===== src/rtl/dram_ctrl_if.sv =====
// Request/response channel between a requester and dram_ctrl.
// master = requester side, slave = controller side.
interface dram_ctrl_if #(
    parameter int ADDR_W = 2,
    parameter int DATA_W = 64
);
    logic              req_valid;
    logic              req_ready;
    logic              req_we;
    logic [ADDR_W-1:0] req_addr;
    logic [DATA_W-1:0] req_wdata;
    logic              rsp_valid;
    logic              rsp_ready;
    logic [DATA_W-1:0] rsp_rdata;
    logic              rsp_perr;

    modport master (
        output req_valid, req_we, req_addr, req_wdata, rsp_ready,
        input  req_ready, rsp_valid, rsp_rdata, rsp_perr
    );

    modport slave (
        input  req_valid, req_we, req_addr, req_wdata, rsp_ready,
        output req_ready, rsp_valid, rsp_rdata, rsp_perr
    );
endinterface


===== src/rtl/dram_ctrl.sv =====
// Single-request DRAM controller: one outstanding write or read at a time.
// Define DRAM_CTRL_PARITY_EN to store/check per-byte even parity in bits DATA_W+7:DATA_W.
module dram_ctrl #(
    parameter int ADDR_W = 2,
    parameter int DATA_W = 64
) (
    input  logic              clk,
    input  logic              reset,
    dram_ctrl_if.slave        bus,
    output logic [ADDR_W-1:0] mem_address,
    output logic [DATA_W+7:0] mem_dataIN,
    output logic              mem_Write_ReadCOMP,
    input  logic [DATA_W+7:0] mem_dataOUT
);

    typedef enum logic [2:0] {
        IDLE,
        WRITE,
        READ,
        RDCAP,
        RESP
    } state_t;

    state_t            state;
    logic              ready_q;
    logic              valid_q;
    logic [DATA_W-1:0] rdata_q;
    logic              perr_q;
    logic [DATA_W+7:0] wr_word;
    logic              rd_err;

`ifdef DRAM_CTRL_PARITY_EN
    function automatic logic [7:0] par(input logic [DATA_W-1:0] d);
        logic [7:0] p;
        for (int k = 0; k < 8; k++) p[k] = ^d[8*k +: 8];
        return p;
    endfunction

    assign wr_word = {par(bus.req_wdata), bus.req_wdata};
    assign rd_err  = |(par(mem_dataOUT[DATA_W-1:0])
                     ^ mem_dataOUT[DATA_W+7:DATA_W]);
`else
    logic unused_par;

    assign wr_word    = {8'h00, bus.req_wdata};
    assign rd_err     = 1'b0;
    assign unused_par = ^mem_dataOUT[DATA_W+7:DATA_W];
`endif

    assign bus.req_ready = ready_q;
    assign bus.rsp_valid = valid_q;
    assign bus.rsp_rdata = rdata_q;
    assign bus.rsp_perr  = perr_q;

    always_ff @(posedge clk or negedge reset) begin
        if (!reset) begin
            state              <= IDLE;
            ready_q            <= 1'b1;
            valid_q            <= 1'b0;
            rdata_q            <= '0;
            perr_q             <= 1'b0;
            mem_Write_ReadCOMP <= 1'b0;
            mem_address        <= '0;
            mem_dataIN         <= '0;
        end else begin
            mem_Write_ReadCOMP <= 1'b0;
            unique case (state)
                IDLE: begin
                    if (bus.req_valid && ready_q) begin
                        ready_q     <= 1'b0;
                        mem_address <= bus.req_addr;
                        if (bus.req_we) begin
                            mem_dataIN         <= wr_word;
                            mem_Write_ReadCOMP <= 1'b1;
                            state              <= WRITE;
                        end else begin
                            state <= READ;
                        end
                    end
                end
                WRITE: begin
                    ready_q <= 1'b1;
                    state   <= IDLE;
                end
                READ: state <= RDCAP;
                RDCAP: begin
                    rdata_q <= mem_dataOUT[DATA_W-1:0];
                    perr_q  <= rd_err;
                    state   <= RESP;
                end
                RESP: begin
                    // data settles one cycle before valid is raised
                    if (valid_q && bus.rsp_ready) begin
                        valid_q <= 1'b0;
                        ready_q <= 1'b1;
                        state   <= IDLE;
                    end else begin
                        valid_q <= 1'b1;
                    end
                end
                default: state <= IDLE;
            endcase
        end
    end

endmodule


===== src/flat_wrapper.sv =====
// flat-port wrapper written by rule: the top's interface ports become plain ports
module dram_ctrl_flat 
#(
    parameter int ADDR_W = 2,
    parameter int DATA_W = 64
)
  (clk, reset, mem_address, mem_dataIN, mem_Write_ReadCOMP, mem_dataOUT, bus_req_valid, bus_req_we, bus_req_addr, bus_req_wdata, bus_rsp_ready, bus_req_ready, bus_rsp_valid, bus_rsp_rdata, bus_rsp_perr);
  dram_ctrl_if #(.ADDR_W(ADDR_W), .DATA_W(DATA_W)) bus_i ();
  input  logic clk;
  input  logic reset;
  output logic [ADDR_W-1:0] mem_address;
  output logic [DATA_W+7:0] mem_dataIN;
  output logic mem_Write_ReadCOMP;
  input  logic [DATA_W+7:0] mem_dataOUT;
  input wire logic [$bits(bus_i.req_valid)-1:0] bus_req_valid;
  input wire logic [$bits(bus_i.req_we)-1:0] bus_req_we;
  input wire logic [$bits(bus_i.req_addr)-1:0] bus_req_addr;
  input wire logic [$bits(bus_i.req_wdata)-1:0] bus_req_wdata;
  input wire logic [$bits(bus_i.rsp_ready)-1:0] bus_rsp_ready;
  output wire logic [$bits(bus_i.req_ready)-1:0] bus_req_ready;
  output wire logic [$bits(bus_i.rsp_valid)-1:0] bus_rsp_valid;
  output wire logic [$bits(bus_i.rsp_rdata)-1:0] bus_rsp_rdata;
  output wire logic [$bits(bus_i.rsp_perr)-1:0] bus_rsp_perr;
  assign bus_i.req_valid = bus_req_valid;
  assign bus_i.req_we = bus_req_we;
  assign bus_i.req_addr = bus_req_addr;
  assign bus_i.req_wdata = bus_req_wdata;
  assign bus_i.rsp_ready = bus_rsp_ready;
  assign bus_req_ready = bus_i.req_ready;
  assign bus_rsp_valid = bus_i.rsp_valid;
  assign bus_rsp_rdata = bus_i.rsp_rdata;
  assign bus_rsp_perr = bus_i.rsp_perr;
  dram_ctrl #(.ADDR_W(ADDR_W), .DATA_W(DATA_W)) u_core (.clk(clk), .reset(reset), .bus(bus_i), .mem_address(mem_address), .mem_dataIN(mem_dataIN), .mem_Write_ReadCOMP(mem_Write_ReadCOMP), .mem_dataOUT(mem_dataOUT));
endmodule

===== config.mk =====
export PLATFORM = sky130hd
export DESIGN_NAME = dram_ctrl_flat
export DESIGN_NICKNAME = d
export VERILOG_FILES = /design/src/rtl/dram_ctrl_if.sv /design/src/rtl/dram_ctrl.sv /design/src/flat_wrapper.sv
export SDC_FILE = /design/constraint.sdc
export NUM_CORES = 1
export LEC_CHECK = 0
export CAP_MARGIN = 0
export CORE_MARGIN = 2
export CORE_UTILIZATION = 36
export DETAILED_ROUTE_END_ITERATION = 12
export GPL_ROUTABILITY_DRIVEN = 0
export PLACE_DENSITY = 0.77
export RECOVER_POWER = 100
export SLEW_MARGIN = 20
export SYNTH_ARGS = -nofsm -noshare
export SYNTH_HDL_FRONTEND = slang
export SYNTH_SLANG_ARGS = --single-unit

===== constraint.sdc =====
create_clock -name clk -period 1.4 [get_ports clk]
set_input_delay 0.28 -clock clk [delete_from_list [all_inputs] [get_ports clk]]
set_output_delay 0.28 -clock clk [all_outputs]
set_load 0.01 [all_outputs]

After elaboration in Yosys (flattened, before gate mapping)
Index checks and enable logic that the tools add are counted.

Equality and inequality tests: 6. Multiplexer cells: 11. Reductions and logical operators: 8.

Operator list (number): $pmux 3 s4 (1); $eq 3x2->1 const B (2); $mux 1 (6); $mux 3 (2); $reduce_and 3->1 (2); $ne 2x1->1 const B (2); $reduce_and 2->1 (2); $eq 3x1->1 const B (1); $eq 3x3->1 const B (1); $logic_not 3->1 (1); $pmux 1 s3 (1); $reduce_bool 3->1 (1); $logic_and 1x1->1 (2); $mux 2 (1).

Register bits: 136. Input port bits: 143. Output and inout bits: 142. Logic and storage cells: 32.

Depth between registers and ports, before layout
Gate-level depths: netlist of the first run.

Word-level depth: 3. Gate-level depth with buffers: 5.

Worst setup path before layout of the first run
Ideal clock, no wire load.

Path type: register to register. Start point: reg u_core.ready_q, in the netlist u_core.bus.req_ready. End point: reg u_core.mem_dataIN[14]. Library setup time: 127 ps. Data arrival time: 1477 ps. Data required time: 1273 ps. Path slack: -204 ps. Cell stages (with the launch flop): 6. Path buffers: 2. Cells stage by stage: dfstp_2 -> nand3_1 -> nor4_4 -> buf_6 -> buf_6 -> mux2_1.

Longest elaborated chain between the ends: 2.

Ends and longest elaborated chain: from (decl) (line dram_ctrl.sv:25) `logic ready_q;`; from (signal assigned) (line dram_ctrl.sv:58) `ready_q <= 1'b1;`; from (signal assigned) (line dram_ctrl.sv:70) `ready_q <= 1'b0;`; from (signal assigned) (line dram_ctrl.sv:82) `ready_q <= 1'b1;`; $logic_and 1x1->1 (line dram_ctrl.sv:69) `if (bus.req_valid && ready_q) begin`; $reduce_and 3->1 (no line); to (signal assigned) (line dram_ctrl.sv:73) `mem_dataIN <= wr_word;`; to (decl) (line dram_ctrl.sv:11) `output logic [DATA_W+7:0] mem_dataIN,`.

Every way passes these cells. A chain may end at the register's enable or synchronous reset.

Worst setup path after layout of the first run
Start point: reg u_core.state[1]. End point: reg u_core.rdata_q[15], in the netlist u_core.bus.rsp_rdata[15].

Longest elaborated chain between the ends: 1.

Ends and longest elaborated chain: from (decl) (line dram_ctrl.sv:24) `state_t state;`; from (signal assigned) (line dram_ctrl.sv:57) `state <= IDLE;`; from (signal assigned) (line dram_ctrl.sv:75) `state <= WRITE;`; from (signal assigned) (line dram_ctrl.sv:77) `state <= READ;`; $eq 3x2->1 (line dram_ctrl.sv:67) `unique case (state)`; to (signal assigned) (line dram_ctrl.sv:87) `rdata_q <= mem_dataOUT[DATA_W-1:0];`; to (decl) (line dram_ctrl.sv:27) `logic [DATA_W-1:0] rdata_q;`.

Every way passes these cells.

==> impl_metrics.csv, run 1 <==
group,metric,value,unit
status,violations,"setup timing",
placed_design,placed_cell_area,8520,um2
drt,vias_per_cell,4.59,
floorplanning,ios,285,
logic_synthesis,synth_top_area_share,62.4,%
layout,ff_latch_area,3400,um2
grt,antenna_found_initial,0,
clock_tree,cts_made_buffers,17,
logic_synthesis,netlist_area,5410,um2
logic_synthesis,synth_edf_count,0,
drt,drt_first_iter_violations,99,
placed_design,portBuffers,267,
pwr,ir_drop,0.00109,V
grt,grt_first_pass_wirelength,23000,um
logic_synthesis,ys_types,23,
pwr,total_power,19.5,mW
drt,ant_nets,0,
timing,max_slew.worst_pin.slew,1.12,ns
timing,fin_skew,0.00447,ns
worst_hold_path,hold_path_class,"primary input to register",
drt,drtPass1Iterations,4,
logic_synthesis,ys_warn_count,0,
drt,post_drt_wl_per_cell,17.6,um
worst_setup_path,critical_path.max_fanout,8,
timing,hold_violations,0,
grt,grt_pass1_vias,4291,
logic_synthesis,synth_top_area_cell,"dfrtp_1",
logic_synthesis,syn_inst,313,
timing,fin_crit_sh,117,%
worst_setup_path,critPathKind,"register to register",
floorplanning,coreArea,14600,um2
layout,instances_no_fill,824,
status,run_status,"finished, violations left",
clock_tree,worst_skew_pair.late_latency,0.41,ns
clock_tree,htree_num_levels,4,
logic_synthesis,ys_seq_area_share,62.9,%
drt,drc,0,
clock_tree,root_buffer,"clkbuf_16",
pwr,leakagePower,4.40,nW
timing,holdWs,0.472,ns
grt,grt_max_degree,39,
logic_synthesis,ys_ff_latch,136,
timing,setup_slack,-0.240,ns
layout,final_area,9300,um2
worst_setup_path,cp_data_arrival_time,1.93,ns
grt,grt_usage,18.6,%
logic_synthesis,synthTopCellsByArea,"dfrtp_1, mux2_4, mux2_1, mux2_2, buf_6",
floorplanning,die_h,127,um
logic_synthesis,synthArstFlopShare,100,%
worst_setup_path,cp-end-kind,"register",
drt,wirelength,14500,um
logic_synthesis,syn_avg_cell_area,17.3,um2
grt,globalRouteOverflowTotal,0,
layout,nFillCells,1074,
timing,slew_headroom,25.7,%
pwr,power_density,2100,nW/um2
timing,drv_slew,0,
clock_tree,clock-sinks,136,
layout,synthToLayoutAreaGrowth,71.9,%
layout,drive_above_1_share,27.5,%
logic_synthesis,synthTopCellsByCount,"dfrtp_1, mux2_1, mux2_4",
worst_setup_path,worstPathRequired,1.69,ns
timing,fin_crit,1.64,ns
placed_design,dpl.cell_count,782,
clock_tree,clockBufferDepth,2,
floorplanning,row_count,44,
layout,multi_input_area,1910,um2
drt,num_vias,3783,
floorplanning,die_area,16000,um2
timing,fin_tns_setup,-26.03,ns
worst_setup_path,start_kind,"register",
job,maxCapViolCount,0,
placed_design,dp_hpwl,10500,um
layout,diodes,0,
timing,rsz0062_at_grt,"yes",
logic_synthesis,synth_top_flop_cell,"dfrtp_1",
clock_tree,cts_tree,"built",
clock_tree,clk_pin_slew_worst_paths,0.05,ns
floorplanning,die_w,127,um
timing,max_freq,610,MHz
logic_synthesis,synth_most_common_cell,"dfrtp_1",
floorplanning,initial_core_util,37.1,%
timing,setup-violations-final,131,
layout,num-nets-final,771,
[repair_timing]
action                     CTS  global route
cloned                       4             0
setup buffers                5             1
hold buffers                 1             0
setup endpoints to repair  258           185
pin swaps                    0             1
resized for setup          162            58
hold endpoints to repair    29             0
[metal layers]
metal  up-vias  wire length, um  global-route usage, %
li1       1709                -                      -
met5         -                0                      0
met2       165             7360                   31.7
met4         0              281                   6.85
met3        22             1170                   7.00
met1      1887             5660                   21.3
[sequential cells by signal (all words and copies together), names as in the netlist]
register	flops
u_core.mem_dataIN	64
u_core.mem_Write_ReadCOMP	1
u_core.bus.req_ready	1
u_core.bus.rsp_valid	1
u_core.state	3
u_core.bus.rsp_rdata	64
u_core.mem_address	2
[area by class of cell]
type	count	area share (%)
well taps	184	2.47
multi-input cells	160	20.5
repair buffers	313	33.9
clock buffers	24	5.18
clock inverters	7	1.26
flip-flops and latches	136	36.6
[critical path, cell delays in order, from the launching register on]
cell       delay, ns
dfrtp_1         0.38
buf_4           0.18
nand3b_1        0.19
buf_12          0.20
bufbuf_16       0.28
mux2_4          0.29
[worst paths after layout]
check                                      startpoint                  endpoint  slack (ns)  cells past startpoint
worst max-delay path                  u_core.state[1]  u_core.bus.rsp_rdata[15]       -0.24                      5
worst min-delay path                bus_req_wdata[45]     u_core.mem_dataIN[45]        0.47                      2
worst max register to register        u_core.state[1]  u_core.bus.rsp_rdata[15]       -0.24                      5
worst min register to register  u_core.mem_dataIN[45]     u_core.mem_dataIN[45]        0.48                      1
max in group asynchronous                       reset           u_core.state[1]        0.02                      3
min in group asynchronous                       reset  u_core.bus.rsp_rdata[54]        0.62                      2
[cells by family (layout without fill, tap and decap cells)]
| family | after synthesis | in the layout | share of synthesized area [%] |
|---|---|---|---|
| compound gates | 5 | 5 | 0.717 |
| flops | 136 | 136 | 62.9 |
| simple gates | 16 | 16 | 1.78 |
| mux | 130 | 130 | 30.5 |
| other cells | 1 | 9 | 0.0693 |
| buf+inv | 25 | 344 | 4.05 |
[through the flow]
stage / worst slack, ns / utilization, %
global placement: -0.503 / 58.4
floorplan: -0.182 / -
finish: -0.240 / 63.8
global route: -0.320 / 63.8
detailed placement: -0.549 / 58.4
CTS: -0.261 / 63.2
[where the power goes]
group	switching (mW)	internal, mW
logic	3.05	4.92
registers	1.11	5.94
clock network	1.59	2.93
total	5.75	13.8
[cells in the final DEF (no fill, tap or decap), drive strengths merged]
cell type      count
nor4               2
mux2             130
nand4b             1
dfstp              1
a31oi              1
dfrtp            135
nand3b             1
a21oi              1
nand2              5
buf               43
bufbuf             3
nand3              2
dlygate4sd2       77
a21o               1
clkinv             4
conb               9
a21bo              1
bufinv             3
dlygate4sd3        1
o21ba              1
clkbuf            26
clkdlybuf4s15     54
nand2b             1
clkdlybuf4s50    133
nor2               2
nor3               2
Note: power is estimated with default switching activity, not from simulation.
==> run 2, diff against run 1 <==
--- a/config.mk
+++ b/config.mk
@@ -6,10 +6,12 @@
 export NUM_CORES = 1
 export LEC_CHECK = 0
 export CAP_MARGIN = 0
+export CORE_ASPECT_RATIO = 1.4
 export CORE_MARGIN = 2
 export CORE_UTILIZATION = 36
+export CTS_CLUSTER_SIZE = 40
 export DETAILED_ROUTE_END_ITERATION = 12
-export GPL_ROUTABILITY_DRIVEN = 0
+export GPL_ROUTABILITY_DRIVEN = 1
 export PLACE_DENSITY = 0.77
 export RECOVER_POWER = 100
 export SLEW_MARGIN = 20
==> run 2 against run 1 <==
Compared with the run above:
- the run still ends with setup timing left
- power up 4.3%
- final cell count up 0.61%
- worst setup slack got worse by 0.066 ns
- via count increased by 0.79%
- critical path type unchanged
==> impl_metrics.csv, run 2 (synthesis results as in run 1) <==
group,metric,value,unit
timing,fin_crit_sh,122,%
timing,drv_slew,0,
drt,ant_nets,0,
placed_design,dp_hpwl,11000,um
clock_tree,root_buffer,"clkbuf_16",
status,run_status,"finished, violations left",
clock_tree,cts_tree,"built",
timing,rsz0062_at_grt,"yes",
worst_setup_path,cp-end-kind,"register",
drt,wirelength,15500,um
layout,instances_no_fill,829,
floorplanning,ios,285,
layout,layout_commonest_cell,"dfrtp_1",
drt,drt_first_iter_violations,95,
worst_setup_path,critPathSlowestCell,"dfstp_2",
layout,num-nets-final,767,
drt,vias_per_cell,4.60,
drt,drtPass1Iterations,6,
clock_tree,clock-sinks,136,
clock_tree,htree_num_levels,4,
clock_tree,clk_pin_slew_worst_paths,0.06,ns
worst_setup_path,path_cells,"nand3_2 > nor4_4 > buf_6 > clkbuf_16 > mux2_1",
timing,fin_skew,0.00888,ns
placed_design,gp_congestion,0.759,
floorplanning,die_w,108,um
timing,setup-violations-final,131,
floorplanning,initial_core_util,36.4,%
worst_setup_path,cp_data_arrival_time,1.99,ns
timing,max_slew.worst_pin.slew,1.03,ns
floorplanning,coreArea,14900,um2
worst_setup_path,start_kind,"register",
pwr,ir_drop,0.00101,V
clock_tree,cts_made_buffers,17,
placed_design,dpl.cell_count,781,
placed_design,portBuffers,267,
timing,fin_tns_setup,-29.01,ns
timing,max_freq,586,MHz
floorplanning,row_count,53,
grt,antenna_found_initial,0,
worst_hold_path,hold_path_class,"primary input to register",
worst_setup_path,critPathKind,"register to register",
layout,layout_common_cells,"dfrtp_1, clkdlybuf4s50_1, dlygate4sd2_1",
timing,slew_headroom,31.2,%
floorplanning,die_h,149,um
timing,fin_crit,1.71,ns
worst_setup_path,slowest_delay,0.54,ns
floorplanning,die_area,16000,um2
status,violations,"setup timing",
drt,drc,0,
clock_tree,worst_skew_pair.late_latency,0.41,ns
drt,num_vias,3813,
layout,diodes,0,
worst_setup_path,worstPathRequired,1.68,ns
grt,grt_usage,18.0,%
drt,post_drt_wl_per_cell,18.6,um
timing,hold_violations,0,
pwr,power_density,2160,nW/um2
pwr,leakagePower,4.48,nW
timing,holdWs,0.465,ns
job,maxCapViolCount,0,
timing,setup_slack,-0.306,ns
grt,globalRouteOverflowTotal,0,
worst_setup_path,critical_path.max_fanout,6,
grt,grt_first_pass_wirelength,22000,um
grt,grt_pass1_vias,4190,
layout,drive_above_1_share,29.5,%
grt,grt_max_degree,50,
clock_tree,clockBufferDepth,2,
layout,synthToLayoutAreaGrowth,74.8,%
## run 2: cell type report
cell class                 instances  area [um2]
clock inverter                    12         225
timing repair buffer             309        3160
tap                              192         240
fill                            1130        5400
multi-input combinational        160        1990
sequential                       136        3400
clock buffer                      20         437
## run 2: where the power goes
| part | leakage, nW | internal [mW] | switching, mW | total (mW) |
|---|---|---|---|---|
| Clock | 0.323 | 3.35 | 1.67 | 5.02 |
| Combinational | 2.54 | 5.12 | 3.19 | 8.31 |
| Sequential | 1.62 | 5.94 | 1.12 | 7.06 |
| Total | 4.48 | 14.4 | 5.99 | 20.4 |
## run 2: metal layers
metal  vias up  global-route usage [%]  part of all wire [%]  routed length, um
li1       1698                       -                     -                  -
met1      1905                    19.0                    36               5490
met2       180                    32.2                    54               8370
met3        30                    6.12                   7.5               1160
met4         0                    8.21                   2.8                440
met5         -                       0                     0                  0
## run 2: path summary, 6_finish.rpt
| path | slack (ns) | depth (start not counted) | to | from |
|---|---|---|---|---|
| setup / recovery | -0.31 | 5 | u_core.mem_dataIN[41] | u_core.bus.req_ready |
| hold / removal | 0.46 | 2 | u_core.mem_dataIN[22] | bus_req_wdata[22] |
| setup reg to reg | -0.31 | 5 | u_core.mem_dataIN[41] | u_core.bus.req_ready |
| hold reg to reg | 0.48 | 1 | u_core.mem_dataIN[27] | u_core.mem_dataIN[27] |
| max in group asynchronous | 0.08 | 3 | u_core.bus.rsp_rdata[21] | reset |
| min in group asynchronous | 0.57 | 2 | u_core.bus.rsp_rdata[1] | reset |
## run 2: repair_timing
action,4_1_cts,5_1_grt
resized for setup,170,63
hold buffers,1,0
pin swaps,0,1
gates cloned,2,7
setup buffers,3,4
endpoints found under the hold margin,31,0
setup endpoints to repair,263,159
## run 2: critical path, delay by kind of cell (launching register included)
kind,cells,cell delay [ns]
buffers and inverters,2,0.36
DFF,1,0.54
muxes,1,0.31
and+or+nand+nor,2,0.36
## run 2: through the flow
stage          cell area (um2)  power [mW]  util [%]  setup slack, ns
3_5_place_dp              8460        15.9      57.0           -0.557
3_3_place_gp              8460        15.6      57.0           -0.499
4_1_cts                   9120        19.9      61.4           -0.299
6_report                  9460        20.4      63.7           -0.306
5_1_grt                   9460        21.4      63.7           -0.376
2_1_floorplan             5450        10.6         -           -0.182
==> run 3, diff against run 2 <==
--- a/config.mk
+++ b/config.mk
@@ -9,9 +9,10 @@
 export CORE_ASPECT_RATIO = 1.4
 export CORE_MARGIN = 2
 export CORE_UTILIZATION = 36
+export CTS_CLUSTER_DIAMETER = 100
 export CTS_CLUSTER_SIZE = 40
 export DETAILED_ROUTE_END_ITERATION = 12
-export GPL_ROUTABILITY_DRIVEN = 1
+export GPL_ROUTABILITY_DRIVEN = 0
 export PLACE_DENSITY = 0.77
 export RECOVER_POWER = 100
 export SLEW_MARGIN = 20
==> results of run 3 <==
Same layout as run 2: the final DEF is identical, and so are final timing and power.
